==> src/rtl/wb_ext_ram_arbiter_if.sv <==
// Bus bundle for wb_ext_ram_arbiter: both Wishbone masters plus the external RAM port.
// The slave modport is the arbiter's view; the master modport is the surrounding system's view.
interface wb_ext_ram_arbiter_if #(
    parameter int ADDR_WIDTH = 27,
    parameter int DATA_WIDTH = 32
);
    localparam int SEL_WIDTH = DATA_WIDTH / 8;

    logic [ADDR_WIDTH-1:0] m0_adr_i, m1_adr_i, s_adr_o;
    logic [DATA_WIDTH-1:0] m0_dat_i, m1_dat_i, s_dat_o;
    logic [SEL_WIDTH-1:0]  m0_sel_i, m1_sel_i, s_sel_o;
    logic                  m0_we_i, m0_cyc_i, m0_stb_i;
    logic                  m1_we_i, m1_cyc_i, m1_stb_i;
    logic                  s_we_o, s_cyc_o, s_stb_o;
    logic [2:0]            m0_cti_i, m1_cti_i, s_cti_o;
    logic [1:0]            m0_bte_i, m1_bte_i, s_bte_o;
    logic [DATA_WIDTH-1:0] m0_dat_o, m1_dat_o, s_dat_i;
    logic                  m0_ack_o, m0_err_o, m0_rty_o;
    logic                  m1_ack_o, m1_err_o, m1_rty_o;
    logic                  s_ack_i, s_err_i, s_rty_i;

    modport slave (
        input  m0_adr_i, m0_dat_i, m0_sel_i, m0_we_i, m0_cyc_i, m0_stb_i, m0_cti_i, m0_bte_i,
        input  m1_adr_i, m1_dat_i, m1_sel_i, m1_we_i, m1_cyc_i, m1_stb_i, m1_cti_i, m1_bte_i,
        input  s_dat_i, s_ack_i, s_err_i, s_rty_i,
        output m0_dat_o, m0_ack_o, m0_err_o, m0_rty_o,
        output m1_dat_o, m1_ack_o, m1_err_o, m1_rty_o,
        output s_adr_o, s_dat_o, s_sel_o, s_we_o, s_cyc_o, s_stb_o, s_cti_o, s_bte_o
    );

    modport master (
        output m0_adr_i, m0_dat_i, m0_sel_i, m0_we_i, m0_cyc_i, m0_stb_i, m0_cti_i, m0_bte_i,
        output m1_adr_i, m1_dat_i, m1_sel_i, m1_we_i, m1_cyc_i, m1_stb_i, m1_cti_i, m1_bte_i,
        output s_dat_i, s_ack_i, s_err_i, s_rty_i,
        input  m0_dat_o, m0_ack_o, m0_err_o, m0_rty_o,
        input  m1_dat_o, m1_ack_o, m1_err_o, m1_rty_o,
        input  s_adr_o, s_dat_o, s_sel_o, s_we_o, s_cyc_o, s_stb_o, s_cti_o, s_bte_o
    );
endinterface

==> src/rtl/wb_ext_ram_arbiter.sv <==
// Round-robin two-master Wishbone arbiter for the external RAM; the grant is held for a whole cyc.
// Define WB_EXT_ARB_TIMEOUT_EN to add the stalled-slave watchdog (ABORT state, timeout_o pulse).
module wb_ext_ram_arbiter #(
    parameter int ADDR_WIDTH     = 27,
    parameter int DATA_WIDTH     = 32,
    parameter int TIMEOUT_CYCLES = 255
) (
    input  logic                      clk,
    input  logic                      rst_sys_n,
    wb_ext_ram_arbiter_if.slave       bus,
    output logic [1:0]                grant_o,
    output logic                      timeout_o
);

    if ((TIMEOUT_CYCLES < 2) || (TIMEOUT_CYCLES > 65535)) begin : g_bad_timeout
        $error("wb_ext_ram_arbiter: TIMEOUT_CYCLES must be within 2..65535");
    end

`ifdef WB_EXT_ARB_TIMEOUT_EN
    typedef enum logic [1:0] {IDLE = 2'b00, GNT0 = 2'b01, GNT1 = 2'b10, ABORT = 2'b11} state_t;
`else
    typedef enum logic [1:0] {IDLE = 2'b00, GNT0 = 2'b01, GNT1 = 2'b10} state_t;
`endif

    state_t     state_r;
    logic       last_r;
    logic [1:0] grant_r;
    logic       own_cyc_s;
    logic       own_stb_s;
    logic       oth_cyc_s;
    logic       tmo_hit_s;

    // Owner is taken from the registered grant so the ABORT state still knows who holds cyc.
    always_comb begin
        own_cyc_s = 1'b0;
        own_stb_s = 1'b0;
        oth_cyc_s = 1'b0;
        if (grant_r[1]) begin
            own_cyc_s = bus.m1_cyc_i;
            own_stb_s = bus.m1_stb_i;
            oth_cyc_s = bus.m0_cyc_i;
        end else begin
            own_cyc_s = bus.m0_cyc_i;
            own_stb_s = bus.m0_stb_i;
            oth_cyc_s = bus.m1_cyc_i;
        end
    end

`ifdef WB_EXT_ARB_TIMEOUT_EN
    localparam logic [15:0] TMO_LIMIT = 16'(TIMEOUT_CYCLES);
    logic [15:0] cnt_r;

    // Stall counter: restarts on grant change or termination, advances while stb waits.
    always_ff @(posedge clk or negedge rst_sys_n) begin
        if (!rst_sys_n) begin
            cnt_r <= 16'd0;
        end else if (!(((state_r == GNT0) || (state_r == GNT1)) && own_cyc_s)) begin
            cnt_r <= 16'd0;
        end else if (bus.s_ack_i || bus.s_err_i || bus.s_rty_i) begin
            cnt_r <= 16'd0;
        end else if (own_stb_s) begin
            cnt_r <= cnt_r + 16'd1;
        end else begin
            cnt_r <= cnt_r;
        end
    end

    // Watchdog fires from registered state only, so the abort pulse lasts exactly one cycle.
    always_comb begin
        tmo_hit_s = 1'b0;
        if (((state_r == GNT0) || (state_r == GNT1)) && own_cyc_s && (cnt_r == TMO_LIMIT)) begin
            tmo_hit_s = 1'b1;
        end else begin
            tmo_hit_s = 1'b0;
        end
    end
`else
    // Without the watchdog a stalled slave simply keeps the grant.
    always_comb begin
        tmo_hit_s = own_stb_s & 1'b0;
    end
`endif

    assign timeout_o = tmo_hit_s;
    assign grant_o   = grant_r;

    // Arbitration FSM: state, round-robin pointer and one-hot grant move together.
    always_ff @(posedge clk or negedge rst_sys_n) begin
        if (!rst_sys_n) begin
            state_r <= IDLE;
            last_r  <= 1'b1;
            grant_r <= 2'b00;
        end else begin
            case (state_r)
                IDLE: begin
                    if (bus.m0_cyc_i && (!bus.m1_cyc_i || last_r)) begin
                        state_r <= GNT0;
                        grant_r <= 2'b01;
                    end else if (bus.m1_cyc_i) begin
                        state_r <= GNT1;
                        grant_r <= 2'b10;
                    end else begin
                        state_r <= IDLE;
                        grant_r <= 2'b00;
                    end
                end
`ifdef WB_EXT_ARB_TIMEOUT_EN
                GNT0, GNT1, ABORT: begin
`else
                GNT0, GNT1: begin
`endif
                    if (!own_cyc_s) begin
                        last_r <= grant_r[1];
                        if (oth_cyc_s) begin
                            state_r <= grant_r[1] ? GNT0 : GNT1;
                            grant_r <= grant_r[1] ? 2'b01 : 2'b10;
                        end else begin
                            state_r <= IDLE;
                            grant_r <= 2'b00;
                        end
`ifdef WB_EXT_ARB_TIMEOUT_EN
                    end else if (tmo_hit_s) begin
                        state_r <= ABORT;
`endif
                    end else begin
                        state_r <= state_r;
                    end
                end
                default: begin
                    state_r <= IDLE;
                    grant_r <= 2'b00;
                end
            endcase
        end
    end

    // Zero-latency pass-through for the owner; everyone else sees an idle, unterminated bus.
    always_comb begin
        bus.s_adr_o  = '0;
        bus.s_dat_o  = '0;
        bus.s_sel_o  = '0;
        bus.s_we_o   = 1'b0;
        bus.s_cyc_o  = 1'b0;
        bus.s_stb_o  = 1'b0;
        bus.s_cti_o  = 3'b000;
        bus.s_bte_o  = 2'b00;
        bus.m0_dat_o = '0;
        bus.m0_ack_o = 1'b0;
        bus.m0_err_o = 1'b0;
        bus.m0_rty_o = 1'b0;
        bus.m1_dat_o = '0;
        bus.m1_ack_o = 1'b0;
        bus.m1_err_o = 1'b0;
        bus.m1_rty_o = 1'b0;
        case (state_r)
            GNT0: begin
                if (tmo_hit_s) begin
                    bus.m0_err_o = 1'b1;
                end else begin
                    bus.s_adr_o  = bus.m0_adr_i;
                    bus.s_dat_o  = bus.m0_dat_i;
                    bus.s_sel_o  = bus.m0_sel_i;
                    bus.s_we_o   = bus.m0_we_i;
                    bus.s_cyc_o  = bus.m0_cyc_i;
                    bus.s_stb_o  = bus.m0_stb_i;
                    bus.s_cti_o  = bus.m0_cti_i;
                    bus.s_bte_o  = bus.m0_bte_i;
                    bus.m0_dat_o = bus.s_dat_i;
                    bus.m0_ack_o = bus.s_ack_i;
                    bus.m0_err_o = bus.s_err_i;
                    bus.m0_rty_o = bus.s_rty_i;
                end
            end
            GNT1: begin
                if (tmo_hit_s) begin
                    bus.m1_err_o = 1'b1;
                end else begin
                    bus.s_adr_o  = bus.m1_adr_i;
                    bus.s_dat_o  = bus.m1_dat_i;
                    bus.s_sel_o  = bus.m1_sel_i;
                    bus.s_we_o   = bus.m1_we_i;
                    bus.s_cyc_o  = bus.m1_cyc_i;
                    bus.s_stb_o  = bus.m1_stb_i;
                    bus.s_cti_o  = bus.m1_cti_i;
                    bus.s_bte_o  = bus.m1_bte_i;
                    bus.m1_dat_o = bus.s_dat_i;
                    bus.m1_ack_o = bus.s_ack_i;
                    bus.m1_err_o = bus.s_err_i;
                    bus.m1_rty_o = bus.s_rty_i;
                end
            end
            default: begin
                bus.s_cyc_o = 1'b0;
            end
        endcase
    end

endmodule
==> src/flat_wrapper.sv <==
// flat-port wrapper written by rule: the top's interface ports become plain ports
module wb_ext_ram_arbiter_flat 
#(
    parameter int ADDR_WIDTH     = 27,
    parameter int DATA_WIDTH     = 32,
    parameter int TIMEOUT_CYCLES = 255
)
  (clk, rst_sys_n, grant_o, timeout_o, bus_m0_adr_i, bus_m0_dat_i, bus_m0_sel_i, bus_m0_we_i, bus_m0_cyc_i, bus_m0_stb_i, bus_m0_cti_i, bus_m0_bte_i, bus_m1_adr_i, bus_m1_dat_i, bus_m1_sel_i, bus_m1_we_i, bus_m1_cyc_i, bus_m1_stb_i, bus_m1_cti_i, bus_m1_bte_i, bus_s_dat_i, bus_s_ack_i, bus_s_err_i, bus_s_rty_i, bus_m0_dat_o, bus_m0_ack_o, bus_m0_err_o, bus_m0_rty_o, bus_m1_dat_o, bus_m1_ack_o, bus_m1_err_o, bus_m1_rty_o, bus_s_adr_o, bus_s_dat_o, bus_s_sel_o, bus_s_we_o, bus_s_cyc_o, bus_s_stb_o, bus_s_cti_o, bus_s_bte_o);
  wb_ext_ram_arbiter_if #(.ADDR_WIDTH(ADDR_WIDTH), .DATA_WIDTH(DATA_WIDTH)) bus_i ();
  input  logic clk;
  input  logic rst_sys_n;
  output logic [1:0] grant_o;
  output logic timeout_o;
  input wire logic [$bits(bus_i.m0_adr_i)-1:0] bus_m0_adr_i;
  input wire logic [$bits(bus_i.m0_dat_i)-1:0] bus_m0_dat_i;
  input wire logic [$bits(bus_i.m0_sel_i)-1:0] bus_m0_sel_i;
  input wire logic [$bits(bus_i.m0_we_i)-1:0] bus_m0_we_i;
  input wire logic [$bits(bus_i.m0_cyc_i)-1:0] bus_m0_cyc_i;
  input wire logic [$bits(bus_i.m0_stb_i)-1:0] bus_m0_stb_i;
  input wire logic [$bits(bus_i.m0_cti_i)-1:0] bus_m0_cti_i;
  input wire logic [$bits(bus_i.m0_bte_i)-1:0] bus_m0_bte_i;
  input wire logic [$bits(bus_i.m1_adr_i)-1:0] bus_m1_adr_i;
  input wire logic [$bits(bus_i.m1_dat_i)-1:0] bus_m1_dat_i;
  input wire logic [$bits(bus_i.m1_sel_i)-1:0] bus_m1_sel_i;
  input wire logic [$bits(bus_i.m1_we_i)-1:0] bus_m1_we_i;
  input wire logic [$bits(bus_i.m1_cyc_i)-1:0] bus_m1_cyc_i;
  input wire logic [$bits(bus_i.m1_stb_i)-1:0] bus_m1_stb_i;
  input wire logic [$bits(bus_i.m1_cti_i)-1:0] bus_m1_cti_i;
  input wire logic [$bits(bus_i.m1_bte_i)-1:0] bus_m1_bte_i;
  input wire logic [$bits(bus_i.s_dat_i)-1:0] bus_s_dat_i;
  input wire logic [$bits(bus_i.s_ack_i)-1:0] bus_s_ack_i;
  input wire logic [$bits(bus_i.s_err_i)-1:0] bus_s_err_i;
  input wire logic [$bits(bus_i.s_rty_i)-1:0] bus_s_rty_i;
  output wire logic [$bits(bus_i.m0_dat_o)-1:0] bus_m0_dat_o;
  output wire logic [$bits(bus_i.m0_ack_o)-1:0] bus_m0_ack_o;
  output wire logic [$bits(bus_i.m0_err_o)-1:0] bus_m0_err_o;
  output wire logic [$bits(bus_i.m0_rty_o)-1:0] bus_m0_rty_o;
  output wire logic [$bits(bus_i.m1_dat_o)-1:0] bus_m1_dat_o;
  output wire logic [$bits(bus_i.m1_ack_o)-1:0] bus_m1_ack_o;
  output wire logic [$bits(bus_i.m1_err_o)-1:0] bus_m1_err_o;
  output wire logic [$bits(bus_i.m1_rty_o)-1:0] bus_m1_rty_o;
  output wire logic [$bits(bus_i.s_adr_o)-1:0] bus_s_adr_o;
  output wire logic [$bits(bus_i.s_dat_o)-1:0] bus_s_dat_o;
  output wire logic [$bits(bus_i.s_sel_o)-1:0] bus_s_sel_o;
  output wire logic [$bits(bus_i.s_we_o)-1:0] bus_s_we_o;
  output wire logic [$bits(bus_i.s_cyc_o)-1:0] bus_s_cyc_o;
  output wire logic [$bits(bus_i.s_stb_o)-1:0] bus_s_stb_o;
  output wire logic [$bits(bus_i.s_cti_o)-1:0] bus_s_cti_o;
  output wire logic [$bits(bus_i.s_bte_o)-1:0] bus_s_bte_o;
  assign bus_i.m0_adr_i = bus_m0_adr_i;
  assign bus_i.m0_dat_i = bus_m0_dat_i;
  assign bus_i.m0_sel_i = bus_m0_sel_i;
  assign bus_i.m0_we_i = bus_m0_we_i;
  assign bus_i.m0_cyc_i = bus_m0_cyc_i;
  assign bus_i.m0_stb_i = bus_m0_stb_i;
  assign bus_i.m0_cti_i = bus_m0_cti_i;
  assign bus_i.m0_bte_i = bus_m0_bte_i;
  assign bus_i.m1_adr_i = bus_m1_adr_i;
  assign bus_i.m1_dat_i = bus_m1_dat_i;
  assign bus_i.m1_sel_i = bus_m1_sel_i;
  assign bus_i.m1_we_i = bus_m1_we_i;
  assign bus_i.m1_cyc_i = bus_m1_cyc_i;
  assign bus_i.m1_stb_i = bus_m1_stb_i;
  assign bus_i.m1_cti_i = bus_m1_cti_i;
  assign bus_i.m1_bte_i = bus_m1_bte_i;
  assign bus_i.s_dat_i = bus_s_dat_i;
  assign bus_i.s_ack_i = bus_s_ack_i;
  assign bus_i.s_err_i = bus_s_err_i;
  assign bus_i.s_rty_i = bus_s_rty_i;
  assign bus_m0_dat_o = bus_i.m0_dat_o;
  assign bus_m0_ack_o = bus_i.m0_ack_o;
  assign bus_m0_err_o = bus_i.m0_err_o;
  assign bus_m0_rty_o = bus_i.m0_rty_o;
  assign bus_m1_dat_o = bus_i.m1_dat_o;
  assign bus_m1_ack_o = bus_i.m1_ack_o;
  assign bus_m1_err_o = bus_i.m1_err_o;
  assign bus_m1_rty_o = bus_i.m1_rty_o;
  assign bus_s_adr_o = bus_i.s_adr_o;
  assign bus_s_dat_o = bus_i.s_dat_o;
  assign bus_s_sel_o = bus_i.s_sel_o;
  assign bus_s_we_o = bus_i.s_we_o;
  assign bus_s_cyc_o = bus_i.s_cyc_o;
  assign bus_s_stb_o = bus_i.s_stb_o;
  assign bus_s_cti_o = bus_i.s_cti_o;
  assign bus_s_bte_o = bus_i.s_bte_o;
  wb_ext_ram_arbiter #(.ADDR_WIDTH(ADDR_WIDTH), .DATA_WIDTH(DATA_WIDTH), .TIMEOUT_CYCLES(TIMEOUT_CYCLES)) u_core (.clk(clk), .rst_sys_n(rst_sys_n), .bus(bus_i), .grant_o(grant_o), .timeout_o(timeout_o));
endmodule
==> config.mk <==
export PLATFORM = sky130hd
export DESIGN_NAME = wb_ext_ram_arbiter_flat
export DESIGN_NICKNAME = d
export VERILOG_FILES = /design/src/rtl/wb_ext_ram_arbiter_if.sv /design/src/rtl/wb_ext_ram_arbiter.sv /design/src/flat_wrapper.sv
export SDC_FILE = /design/constraint.sdc
export NUM_CORES = 1
export LEC_CHECK = 0
export ABC_CLOCK_PERIOD_IN_PS = 2100
export CORE_AREA = 2 2 124 126
export CTS_CLUSTER_DIAMETER = 40
export DETAILED_ROUTE_END_ITERATION = 16
export DIE_AREA = 0 0 126 128
export RECOVER_POWER = 100
export SKIP_LAST_GASP = 1
export SYNTH_ARGS = -nofsm -noshare
export SYNTH_HDL_FRONTEND = slang
export SYNTH_SLANG_ARGS = --single-unit
==> constraint.sdc <==
create_clock -name clk -period 2.1 [get_ports clk]
set_input_delay 0.42 -clock clk [delete_from_list [all_inputs] [get_ports clk]]
set_output_delay 0.42 -clock clk [all_outputs]
set_load 0.05 [all_outputs]
Word level (Yosys, flattened, before mapping)

Cells that the tools add are included.

Add/subtract/negate cells: 0
Multipliers: 0
Div/mod/pow operators: 0
Order comparisons: 0
Eq/ne operators: 3
Shift operators: 0
Mux-type cells: 24
Bitwise logic cells: 1
Reductions and logical operators: 6

Operators by type and width:

| cell                 | count |
|---|---|
| $mux W32             | 2 |
| $pmux W32 S2         | 1 |
| $pmux W27 S2         | 1 |
| $mux W2              | 5 |
| $mux W1              | 8 |
| $pmux W2 S2          | 2 |
| $pmux W4 S2          | 1 |
| $pmux W1 S2          | 3 |
| $pmux W3 S2          | 1 |
| $eq A2 B1 Y1 const B | 1 |
| $eq A2 B2 Y1 const B | 1 |
| $logic_not A2 Y1     | 1 |
| $ne A2 B2 Y1 const B | 1 |
| $reduce_and A2 Y1    | 1 |
| $reduce_or A2 Y1     | 1 |
| $logic_and A1 B1 Y1  | 1 |
| $logic_not A1 Y1     | 1 |
| $logic_or A1 B1 Y1   | 1 |
| $not A1 Y1           | 1 |

Register bits: 3
Latch bits: 0
RAM bits: 0
ROM bits: 0
Input bits: 179
Output and inout port bits: 144
Logic and storage cells: 36
Memories: 0

Depth between registers and ports, before layout

Depth in word-level cells: 5
Gate-level depth with buffers: 7
Mapped depth without buffers: 5

Least setup slack after synthesis

No wires, ideal clock.

Path kind: reg-to-output
Start point: register u_core.grant_o[1] (netlist name)
End point: output bus_s_adr_o[0]
Data arrival time: 2.275 ns
Required time: 1.680 ns
Slack: -0.595 ns
Cell stages (with the launch flop): 7
Path buffers: 2
Path through: dfrtp_1 > inv_1 > ha_1 > inv_1 > buf_4 > clkbuf_1 > nor2_1

RTL lines:

| item             | RTL line           | RTL |
|---|---|---|
| end: declaration | flat_wrapper.sv:42 | `output wire logic [$bits(bus_i.s_adr_o)-1:0] bus_s_adr_o;` |

==> flow_summary.yaml <==
grt:
  grt_pass1_vias: 3277
  overflow: 0
  grt_use_total_pct: 14.6
  antenna_found_initial: 1
  grt_max_degree: 56
  grt_pass1_wl_um: 19000
clocking:
  htreeDepth: 1
  numCtsBuffers: 3
  cts_tree: "done"
  cts_hold_buf: 0
  cts_buffer_depth: 2
  clkSlewWorstSetupHoldPaths_ps: 30
  clockRootBuffer: "clkbuf_16"
  insertion_delay_ps: 230
  clock_sinks: 3
synth:
  synth_ff_type: "dfrtp_1"
  synthAdderAreaFrac_pct: 3.10
  synth_edf_count: 0
  ys_seq_area_share_pct: 4.73
  syn_area_um2: 1610
  synthXorXnorAreaFrac_pct: 0
  synth-compound-area-share_pct: 36.4
  synthMuxAreaShare_pct: 0
  ys_warn_count: 0
  syn_inst: 272
  avgSynthCellArea_um2: 5.93
  synth_top_area_cell: "a22oi_1"
  synth_simple_gate_area_share_pct: 46.0
  synth_top_family_by_area: "simple AND/OR/NAND/NOR gates"
  yosys-top-cells-area: "a22oi_1 33%, and2_1 27%, nor2_1 17%"
  yosys.area.top_type_share_pct: 33.0
  ys_seq_elements: 3
  yosysMostFrequentCell: "nor2_1"
  syn-num-nets: 455
  synthTopCellsByCount: "72 x nor2_1, 71 x a22oi_1, 70 x and2_1"
  synth_cell_type_count: 20
  ys_async_sr_fraction_pct: 100
worst_setup_path:
  worst-path-stages: 6
  cp_max_fo: 12
  crit_path_start: "u_core.grant_o[1]"
  timing.rr.start: "u_core.grant_o[0]"
  critical_path.cell_chain: "buf_12 -> ha_4 -> buf_16 -> a22oi_1 -> nor2_2 -> buf_12"
  worst-r2r-setup-slack_ps: 260
  timing.rr.end: "u_core.grant_o[0]"
  slowest_delay_ps: 430
  endpoint_kind: "output pin"
  required_ps: 1680
  worstPathArrival_ps: 1730
  rr_worst_depth: 6
  crit_path_start_kind: "register"
  endpoint: "bus_s_dat_o[24]"
  slowest_stage: "dfrtp_2"
  critical_path_class: "reg -> out"
  cpMostUsedCell: "buf_12"
  path_delay_family: "buffers and inverters"
  worstPathBufferInverterCount: 3
detailed_routing:
  routed_via_density: 4.36
  routed_wl_um: 14800
  ant_nets: 0
  firstDrtPassIters: 4
  vias: 3393
  drt-initial-drc-count: 105
  drc: 0
  wire_per_inst_um: 19.0
sta:
  finalSetupViolations: 32
  timing.fmax_ghz: 0.464
  worst_pin_slew_ps: 521
  slew-limit-headroom_pct: 65.2
  fin_crit_ps: 2150
  slew_viol_final: 0
  rsz0062_at_grt: "true"
  fin_worst_skew_ps: 1.29
  worst_slack_ps: -54.7
  hold_viol_final: 0
  timing.final.crit_share_pct: 103
final_layout:
  antenna_cells: 0
  nNetsFinal: 775
  syn_to_final_growth_pct: 363
  postLayoutCellArea_um2: 7480
  final_layout_size_suffix_gt1_share_pct: 59.1
  instances_no_fill: 779
power:
  power_density_nw_per_um2: 1300
  power.switching_w: 0.00511
  sw_frac_of_total_pct: 52.4
  ir_worst_vdd_mv: 0.634
  pwr-share-comb_pct: 95.5
  pwr-share-clk_pct: 3.2
  p_leak_nw: 2.75
  p_int_w: 0.00464
  seq_power_share_pct: 1.3
floorplan:
  die-width_um: 126
  num_rows: 45
  io_pins: 323
  start_util_pct: 10.9
  core_region_area_um2: 14900
  die-area_um2: 16100
  die_y_um: 128
placed_design:
  hpwlAfterDp_um: 10700
  postPlaceCellArea_um2: 6690
  dp_slack_ps: 37.3
  dp_cells: 757
  gp_congestion: 0.949
  portBuffers: 321
job:
  maxCapViolations: 0
hold_path:
  hold_path_class: "in -> async"
run_status:
  violations: "negative setup slack"
  outcome: "complete, but fails checks"
==> power groups by stage <==
stage,Sequential (W),Clock [W],Combinational (W)
after floorplan,0.000177,0,0.00404
after global placement,0.000135,0,0.00789
after detailed placement,0.000141,0,0.00797
after CTS,0.000126,0.000315,0.00821
after global routing,0.000132,0.000320,0.00966
final,0.000131,0.000308,0.00931
==> cell families after synthesis <==
| group | count (synthesis) |
|---|---|
| fa+ha+maj | 4 |
| other cells | 1 |
| buf+inv | 37 |
| compound gates | 79 |
| flops | 3 |
| simple gates | 148 |
==> layout make-up <==
type,count,area (µm²)
clock buffer,4,78.8
fill,1301,7380
inverter,4,20.0
multi-input combinational,232,1930
sequential,3,78.8
tap,188,235
timing repair buffer,348,5140
==> routing by layer <==
layer  track usage, %  up-vias  wire length, µm
li1                 -     1579                -
met1             16.5     1623             5680
met2             28.0      173             7960
met3             3.17       16              959
met4             2.97        2              201
met5                0        -               13
==> how the worst min path moves through the flow <==
stage	startpoint	endpoint	slack (ps)
finish	rst_sys_n	u_core.grant_o[1]	440
global route	rst_sys_n	u_core.grant_o[1]	450
CTS	rst_sys_n	u_core.grant_o[1]	370
detailed placement	u_core.last_r	u_core.last_r	570
global placement	u_core.last_r	u_core.last_r	540
floorplan	rst_sys_n	u_core.grant_o[0]	120
==> cells in the final DEF (no fill, tap or decap), types with 3 or more instances in the layout <==
| master | count |
|---|---|
| buf_16 | 3 |
| nor2_4 | 14 |
| and2_1 | 6 |
| and2_4 | 12 |
| clkbuf_16 | 12 |
| clkdlybuf4s50_1 | 179 |
| buf_4 | 5 |
| a22oi_2 | 33 |
| a21oi_1 | 4 |
| a22oi_1 | 38 |
| and2_2 | 52 |
| nor2_2 | 57 |
| ha_4 | 3 |
| buf_8 | 3 |
| buf_12 | 146 |
==> registers in the layout, indices dropped and copies added, names as in the netlist <==
signal / flops
u_core.grant_o: 2
u_core.last_r: 1
==> stage by stage <==
step	util (%)	power (W)	hold slack [ps]	TNS, ps
final	50.3	0.00975	444	-604
after global routing	50.3	0.0101	453	-5070
after CTS	46.4	0.00865	375	-1620
after detailed placement	45.0	0.00811	573	0
after global placement	45.0	0.00802	535	0
after floorplan	-	0.00421	124	-18990
==> repair_timing <==
item | CTS | global route
gates resized for setup | 30 | 85
setup buffers | 3 | 4
setup endpoints to repair | 78 | 82
pin swaps | 0 | 5
cloned | 0 | 11
No activity file was read; power rests on OpenSTA's default activity.
